$ cat src/rtl/program_loader.sv
// Byte-stream program loader: packs 3-byte groups into 18-bit words,
// writes them from address 0, verifies a checksum, then releases the CPU.
//
// Ports:
//   i_clock, i_reset     clock and synchronous active-high reset
//   i_byte, i_valid      incoming stream byte and its valid flag
//   o_ready              byte accepted this cycle when i_valid && o_ready
//   i_reload             restarts a load from DONE or ERROR
//   o_progAddr           program memory write address
//   o_progData           program memory write data, bit 0 is the MSB
//   o_progWrite          one-cycle write strobe
//   o_cpuRun             CPU may execute (DONE)
//   o_error              load failed (ERROR)
//   o_busy               load in progress (not DONE, not ERROR)
module program_loader #(
    parameter int unsigned ADDR_WIDTH  = 16,
    parameter int unsigned INSTR_WIDTH = 18,
    parameter int unsigned MAX_WORDS   = 65535
) (
    input  logic                    i_clock,
    input  logic                    i_reset,
    input  logic [7:0]              i_byte,
    input  logic                    i_valid,
    output logic                    o_ready,
    input  logic                    i_reload,
    output logic [ADDR_WIDTH-1:0]   o_progAddr,
    output logic [0:INSTR_WIDTH-1]  o_progData,
    output logic                    o_progWrite,
    output logic                    o_cpuRun,
    output logic                    o_error,
    output logic                    o_busy
);

    typedef enum logic [2:0] {
        CNT_HI,
        CNT_LO,
        D0,
        D1,
        D2,
        CHECK,
        DONE,
        ERROR
    } state_t;

    state_t state;
    state_t state_next;

    logic [7:0]            cnt_hi;
    logic [15:0]           count;
    logic [ADDR_WIDTH-1:0] word_idx;
    logic [7:0]            sum;
    logic [1:0]            b0;
    logic [7:0]            b1;

    logic        accept;
    logic [15:0] n_word;
    logic        last_word;
    logic        finished;

    assign accept    = i_valid && o_ready;
    assign n_word    = {cnt_hi, i_byte};
    // Compared in 32 bits so the index never wraps before the test.
    assign last_word = (32'(word_idx) + 32'd1) == 32'(count);
    assign finished  = (state == DONE) || (state == ERROR);

    always_ff @(posedge i_clock) begin
        if (i_reset) begin
            state <= CNT_HI;
        end else begin
            state <= state_next;
        end
    end

    // Status outputs decode the state register only, so o_ready never
    // depends on i_valid and o_cpuRun rises the cycle after the checksum.
    always_comb begin
        state_next = state;
        o_ready    = 1'b0;
        o_busy     = 1'b1;
        o_cpuRun   = 1'b0;
        o_error    = 1'b0;
        unique case (state)
            CNT_HI: begin
                o_ready = 1'b1;
                if (accept) state_next = CNT_LO;
            end
            CNT_LO: begin
                o_ready = 1'b1;
                if (accept) begin
                    if (32'(n_word) > MAX_WORDS) state_next = ERROR;
                    else if (n_word == 16'd0)    state_next = CHECK;
                    else                         state_next = D0;
                end
            end
            D0: begin
                o_ready = 1'b1;
                if (accept) state_next = D1;
            end
            D1: begin
                o_ready = 1'b1;
                if (accept) state_next = D2;
            end
            D2: begin
                o_ready = 1'b1;
                if (accept) state_next = last_word ? CHECK : D0;
            end
            CHECK: begin
                o_ready = 1'b1;
                if (accept) state_next = (i_byte == sum) ? DONE : ERROR;
            end
            DONE: begin
                o_busy   = 1'b0;
                o_cpuRun = 1'b1;
                if (i_reload) state_next = CNT_HI;
            end
            ERROR: begin
                o_busy  = 1'b0;
                o_error = 1'b1;
                if (i_reload) state_next = CNT_HI;
            end
            default: state_next = CNT_HI;
        endcase
    end

    always_ff @(posedge i_clock) begin
        if (i_reset) begin
            cnt_hi      <= '0;
            count       <= '0;
            word_idx    <= '0;
            sum         <= '0;
            b0          <= '0;
            b1          <= '0;
            o_progAddr  <= '0;
            o_progData  <= '0;
            o_progWrite <= 1'b0;
        end else begin
            o_progWrite <= 1'b0;
            if (accept) begin
                // Sum grows on the checksum byte too, but is dead by then.
                sum <= sum + i_byte;
                case (state)
                    CNT_HI: cnt_hi <= i_byte;
                    CNT_LO: count  <= n_word;
                    D0:     b0     <= i_byte[1:0];
                    D1:     b1     <= i_byte;
                    D2: begin
                        o_progData  <= INSTR_WIDTH'({b0, b1, i_byte});
                        o_progAddr  <= word_idx;
                        o_progWrite <= 1'b1;
                        word_idx    <= word_idx + ADDR_WIDTH'(1);
                    end
                    default: ;
                endcase
            end
            if (finished && i_reload) begin
                count      <= '0;
                word_idx   <= '0;
                sum        <= '0;
                o_progAddr <= '0;
            end
        end
    end

endmodule
$ cat config.mk
export PLATFORM = sky130hd
export DESIGN_NAME = program_loader
export DESIGN_NICKNAME = d
export VERILOG_FILES = /design/src/rtl/program_loader.sv
export SDC_FILE = /design/constraint.sdc
export NUM_CORES = 1
export LEC_CHECK = 0
export CAP_MARGIN = 20
export CORE_MARGIN = 1.5
export CORE_UTILIZATION = 40
export CTS_CLUSTER_DIAMETER = 40
export CTS_CLUSTER_SIZE = 16
export DETAILED_ROUTE_END_ITERATION = 12
export PLACE_DENSITY = 0.63
export SLEW_MARGIN = 30
export SYNTH_ARGS = -nofsm -noshare
export SYNTH_HDL_FRONTEND = slang
export SYNTH_SLANG_ARGS = --single-unit
$ cat constraint.sdc
create_clock -name i_clock -period 3.6 [get_ports i_clock]
set_input_delay 0.72 -clock i_clock [delete_from_list [all_inputs] [get_ports i_clock]]
set_output_delay 0.72 -clock i_clock [all_outputs]
set_load 0.01 [all_outputs]
==> metrics.csv <==
metric;value;unit
fp.dieW;108;µm
yosys.area.top_type;dfxtp_1;
hold_viol;0;
maxSlewViolCount;0;
core_area;10500;µm²
critPathArrivalTime;3000;ps
hp-class;reg2reg;
vias;3789;
io_buffers;50;
cts_buffers;9;
clkPwrFrac;34.7;%
antenna_found_initial;0;
hp-start;b1[4];
routed_wl;10.2;mm
drcViolationCount;0;
ys_ff_latch;96;
core.rowCount;37;
clkLatencyLatePin;360;ps
r2r_end;state[0];
ctsHoldBuffers;0;
min_path_cells;2;
synth_edf_count;0;
wl_per_cell;13.8;µm
swShare;25.8;%
clock.fmax;367;MHz
cts-resized-gates;0;
dp_hpwl;7.13;mm
comb_power_share;10.1;%
avgSynthCellArea;7.76;µm²
power_leakage;1.72;nW
ys.flop_type;dfxtp_1;
reg2reg_depth;8;
relSlewSlack;47.3;%
hold_end;o_progData[5];
clk_pin_slew;100;ps
cts-root-buf;clkbuf_8;
cp_max_fo;7;
final.setup_skew;10.7;ps
grtUsageTotal;18.6;%
ios;51;
status;complete, no violations;
grt_start_max_net_pins;42;
cell_internal_pwr;1.49;mW
critical_path_class;reg2reg;
r2r_start;word_idx[0];
synth_cell_types;55;
synthTopCellsByArea;dfxtp_1 44%, nand2_1 13%, a21oi_1 9.7%;
rrSetupSlack;880;ps
cts_tree;built;
setup_viol;0;
grt_pass1_vias;3538;
syn_nets;585;
dieArea;11600;µm²
worst_ep_required_time;3870;ps
peakVddDrop;197;µV
end_kind;flip-flop;
ys_async_sr_fraction;0;%
rsz0062_at_grt;false;
cts_setup_buffers;0;
layout_min_cycle_time;2720;ps
gp_congestion;0.853;
synth_warnings;0;
ys_seq_area_share;43.9;%
maxCapViolCount;0;
fin_setup_tns;0;ps
grt_pass1_wl;17.1;mm
clkSinkCount;96;
p_per_area;389;nW/µm²
multiInputGateArea;2280;µm²
final_util;49.3;%
drt-initial-drc-count;186;
worst_slew_pin_slew;784;ps
die_y;108;µm
switching_power;0.517;mW
n_fill_cell;1062;
diodes;0;
gr-total-overflow;0;
drtPass1Iterations;4;
syn_area;4370;µm²
synth_top_area_share;43.9;%
cts.htree.levels;3;
whs;458;ps
period_share;75.6;%
seqCellArea;1920;µm²
viasPerCell;5.13;
nets;619;
crit_path_start_kind;flip-flop;
clockBufferDepth;2;
p_seq_share;55.2;%
layout-drive-gt1-share;6.30;%
initial_core_util;41.8;%
antenna_left;0;
synth_cells;564;
synthToLayoutAreaGrowth;17.9;%
[routing by layer]
layer / part of all wire [%] / GRT usage, % / wire length (µm)
met4: 0.62 / 3.85 / 63
met3: 5.2 / 4.24 / 528
met2: 48 / 31.6 / 4890
met1: 46 / 24.3 / 4720
met5: 0 / 0 / 0
[flip-flops by register name, indices dropped and copies added, names as in the netlist, 2 cells and up]
register	flops
sum	8
count	16
o_progAddr	16
b1	8
o_progData	18
cnt_hi	8
word_idx	16
b0	2
state	3
[power by group through the flow]
stage / combinational (mW) / sequential, mW / clock [mW]
finish: 0.202 / 1.11 / 0.697
global route: 0.228 / 1.11 / 0.768
CTS: 0.204 / 1.11 / 0.727
detailed placement: 0.202 / 1.13 / 0
global placement: 0.199 / 1.13 / 0
floorplan: 0.145 / 1.12 / 0
[synth_stat cells, types with 2 or more instances]
| master | n |
|---|---|
| xnor2_1 | 25 |
| nor3b_1 | 4 |
| nand4b_1 | 2 |
| nor3_1 | 9 |
| nand4_1 | 6 |
| nand3_1 | 7 |
| nand2b_1 | 3 |
| dfxtp_1 | 96 |
| inv_1 | 8 |
| a21o_1 | 3 |
| nor4_1 | 6 |
| a211oi_1 | 3 |
| nor2_1 | 43 |
| or2_2 | 2 |
| a21oi_1 | 85 |
| or3_1 | 6 |
| nand2_1 | 157 |
| nor2b_1 | 2 |
| clkbuf_1 | 28 |
| ha_1 | 8 |
| mux2i_1 | 2 |
| buf_1 | 2 |
| o21ai_0 | 14 |
| xor2_1 | 11 |
| buf_2 | 2 |
[through the flow]
step                instances  setup slack, ps  area (µm²)  power, mW
detailed placement        723              571        4960       1.34
finish                    739              879        5160       2.01
floorplan                 564             1290        4370       1.27
global placement          723              625        4960       1.33
CTS                       739              868        5160       2.04
global route              739              664        5160       2.11
[how the worst max path moves through the flow]
stage,startpoint,to,slack (ps),cells past startpoint
2_1_floorplan,word_idx[0],state[0],1290,8
3_3_place_gp,i_byte[1],sum[7],620,9
3_5_place_dp,i_byte[1],sum[7],570,9
4_1_cts,word_idx[0],state[0],870,8
5_1_grt,i_byte[1],sum[7],660,9
6_report,word_idx[0],state[0],880,8
[worst max-delay path, stage by stage (launching register included)]
cell and delay, ps:
dfxtp_1 470, ha_1 270, nand3_2 180, xnor2_1 190
or3b_1 360, a221oi_1 350, nand4_1 220, or3_4 390
a221oi_2 220
[cell families (layout without fill, tap and decap cells)]
kind of cell             Yosys count  in the layout  share of synthesized area, %
AND/OR/NAND/NOR                  261            261                          26.8
AO/OA/AOI/OAI                    115            115                          14.4
flip-flops                        96             96                          43.9
buffers and inverters             43             82                          4.03
XOR/XNOR                          36             36                          7.21
adder cells (fa/ha/maj)           10             10                          2.97
multiplexers                       3              3                         0.715
[placed cells by master (no fill, tap or decap), drive strengths merged, types with 4 or more instances in the layout]
cell type / n
o21ai: 14
nand4: 7
nor3: 10
clkbuf: 9
a21oi: 85
nor2: 43
inv: 9
nand2: 157
nor3b: 4
nand3: 8
buf: 8
ha: 8
xnor2: 25
dfxtp: 96
nor4: 6
or3: 8
clkdlybuf4s50: 50
xor2: 11
[final cells by class]
type	count	area share (%)
sequential	96	37.3
multi-input combinational	425	44.2
clock buffer	9	2.40
inverter	8	0.582
timing repair buffer	58	10.9
clock inverter	7	1.38
tap	136	3.30
No activity file was read; power rests on OpenSTA's default activity.
==> patch 1: new RTL, config.mk and constraints unchanged <==
Change the parameter `MAX_WORDS` from 65535 to 32768.
--- a/src/rtl/program_loader.sv
+++ b/src/rtl/program_loader.sv
@@ -17,3 +17,3 @@
     parameter int unsigned INSTR_WIDTH = 18,
-    parameter int unsigned MAX_WORDS   = 65535
+    parameter int unsigned MAX_WORDS   = 32768
 ) (
Function: changed (a bounded check fails within 4 cycles, from zero or initial values and one cycle with i_reset high).
==> patch 1 against the unedited design <==
  * Wire length grew 10%
  * Via count grew 9.5%
  * Critical endpoint unchanged
  * Global-route usage grew 0.42 points
  * Area after synthesis grew 5.6%
  * Total power grew 17%
  * Final area grew 7.0%
  * Setup slack lost 0.084 ns
  * Critical path type unchanged
  * Sequential cell count is the same
  * Sequential share of layout area shrank 2.4 points
  * Die area grew 5.5%
==> patch 1: results (changes against the unedited design) <==
* Status: finished clean
* Non-Filler Instances at 775 (+4.9%)
* Wire length on met3 at 427 um (-19%)
* Multiplexer area fraction after synthesis at 0.00433 (-0.00282)
* Metal-1 WL at 5360 um (+13%)
* Max stage delay on crit path at 0.49 ns (+0.02 ns)
* Post-synthesis adder-cell area fraction at 0.0260 (-0.00375)
* DR vias at 4,150 (+9.5%)
* Sw Share at 0.254 (-0.00357)
* DP Area at 0.00520 mm2 (+4.8%)
* Met2 GRT Util at 0.304 (-0.0125)
* Worst VDD drop at 0.234 mV (+19%)
* GPL Wtd Cong at 0.913 (+7.0%)
* DRC violation total after the first TritonRoute iteration at 196 (+5.4%)
* Worst-path clk slew at 0.07 ns (-0.03 ns)
* Synth cell count leaders: nand2_1, dfxtp_1, a21oi_1, clkbuf_1, nor2_1
* Top cells by area, synth: dfxtp_1, nand2_1, a21oi_1, xnor2_1, xor2_1
* Worst Hold Path EP: o_progAddr[7]
* Seq/Total Area, Yosys at 0.416 (-0.0234)
* FF-to-FF setup slack at 0.79 ns (-0.08 ns)
* Vias in the first global route at 3,949 (+12%)
* Compound-Gate Fraction of Synth Area at 0.186 (+0.0422)
* Max transition margin at 0.434 (-0.0395)
* Pre-CTS setup slack at 0.428 ns (-0.143 ns)
* Yosys cell types at 60 (+9.1%)
* Reg power frac at 0.476 (-0.076)
* CP top delay family: compound AO/OA/AOI/OAI gates
* Hold WS at 0.451 ns (-0.00698 ns)
* Met2 WL at 5200 um (+6.2%)
* Synth Area in XOR/XNOR at 0.0626 (-0.00953)
* Wire per inst at 14.5 um (+5.1%)
* Worst Skew at 0.00685 ns (-0.00389 ns)
* Global Route met1 Usage at 0.249 (+0.00598)
* Leakage at 1.88 nW (+9.3%)
* GRT Util Overall at 0.191 (+0.00425)
==> patch 1: cell count changes after synthesis, moves of 4 or more <==
cell	unedited run	this run
nor2_1	43	29
nand3_1	7	18
xnor2_1	25	17
clkbuf_1	28	34
xor2_1	11	16
buf_6	1	5
nor3_1	9	13
nor3b_1	4	0
o2111ai_1	0	4
==> patch 1: layout make-up <==
class	count	share of cell area
Multi-Input combinational cell	444	0.444
Inverter	12	0.00816
Clock inverter	6	0.0138
Tap cell	143	0.0324
Clock buffer	10	0.0433
Timing Repair Buffer	64	0.110
Sequential cell	96	0.348
==> patch 1: logic make-up after synthesis <==
family                     Yosys count
DFF                                 96
muxes                                2
AOI/OAI and AO/OA                  141
adders and majority gates            9
buffers and inverters               55
and+or+nand+nor                    259
xor gates and xnor gates            33
==> patch 2: new RTL, same settings <==
Without the edit above. The 8 states of `state_t` get a one-hot encoding in 8 bits.
--- a/src/rtl/program_loader.sv
+++ b/src/rtl/program_loader.sv
@@ -33,11 +33,11 @@
 
-    typedef enum logic [2:0] {
-        CNT_HI,
-        CNT_LO,
-        D0,
-        D1,
-        D2,
-        CHECK,
-        DONE,
-        ERROR
+    typedef enum logic [7:0] {
+        CNT_HI = 8'b00000001,
+        CNT_LO = 8'b00000010,
+        D0     = 8'b00000100,
+        D1     = 8'b00001000,
+        D2     = 8'b00010000,
+        CHECK  = 8'b00100000,
+        DONE   = 8'b01000000,
+        ERROR  = 8'b10000000
     } state_t;
Function: same outputs for any inputs over 4 cycles, from zero or initial values and one cycle with i_reset high; so few cycles prove little.
==> patch 2 against the unedited design <==
  * Register-to-register slack better by 0.05 ns
  * Clock skew is 0.0014 ns lower
  * Cell count is 2.0% higher
  * Synthesized cell count up 0.71%
  * Final area up 9.5%
  * Area after synthesis up 6.7%
  * Wire length up 4.3%
  * Total power up 23%
  * Highest routed layer unchanged
  * Non-clock buffer count is 4 higher
  * Setup slack got worse by 0.18 ns
  * Count of clock-buffer cells in the layout did not move
  * Sequential cell count grew 5
==> patch 2: results (changes against the unedited design) <==
* Slowest-stage cell, CP: clkdlybuf4s50_1
* Worst Setup SP: state[3]
* Status: finished clean
* Worst VDD drop at 0.398 mV (+100%)
* Hold WS at 0.450 ns (-0.00838 ns)
* Max stage delay on crit path at 0.61 ns (+0.14 ns)
* Synth cell count leaders: nand2_1, dfxtp_1, nor2_1, a21oi_1, mux2i_1
* Worst Skew at 0.00931 ns (-0.00143 ns)
* Ratio of cells with drive above 1 in the final layout at 0.0622 (-0.000825)
* Clock root cell: clkbuf_16
* Compound-Gate Fraction of Synth Area at 0.113 (-0.0302)
* Pin count of the biggest net entering global routing at 45 (+7.1%)
* Leakage at 2.16 nW (+26%)
* Worst slew pin tran at 0.841 ns (+0.0563 ns)
* Wire per inst at 14.1 um (+2.2%)
* Worst-path clk slew at 0.08 ns (-0.02 ns)
* CP top delay family: buffers and inverters
* Nets@finish at 627 (+1.3%)
* Post-synthesis adder-cell area fraction at 0.0257 (-0.00400)
* GPL Wtd Cong at 0.885 (+3.8%)
* Worst Hold Path EP: o_progData[2]
* Final period utilization at 0.807 (+0.0510)
* Syn Inst Count at 568 (+0.71%)
* Seq/Total Area, Yosys at 0.433 (-0.00600)
* Multiplexer area fraction after synthesis at 0.0711 (+0.0639)
* FF-to-FF setup slack at 0.93 ns (+0.05 ns)
## patch 2: changes by cell type in the layout (fill, tap and decap cells not counted), sizes merged, moves of 4 or more
cell / delta
nand3: +4
nand2: -51
buf: +4
mux2i: +30
dfxtp: +5
nor4: +5
nor2: +30
inv: +4
a21oi: -25
xor2: +4
## patch 2: area by class of cell
cell class,instances,area [um2],share of cell area
multi-input cells,422,2480,0.438
flip-flops and latches,101,2020,0.358
repair buffers,62,603,0.107
clock buffers,9,225,0.0399
well taps,143,179,0.0317
clock inverters,7,105,0.0186
inverters,10,37.5,0.00665
## patch 2: power breakdown
part           switching [mW]  internal (mW)  leakage, nW
Combinational           0.126         0.0942         1.18
Clock                   0.459          0.622        0.164
Sequential             0.0211           1.14        0.816
## patch 2: per-layer routing
metal	track usage	wire length, um	vias up
met4	0.0744	196	0
met1	0.226	4980	1789
met5	0	0	-
met2	0.294	5070	84
li1	-	-	2006
met3	0.0459	414	14
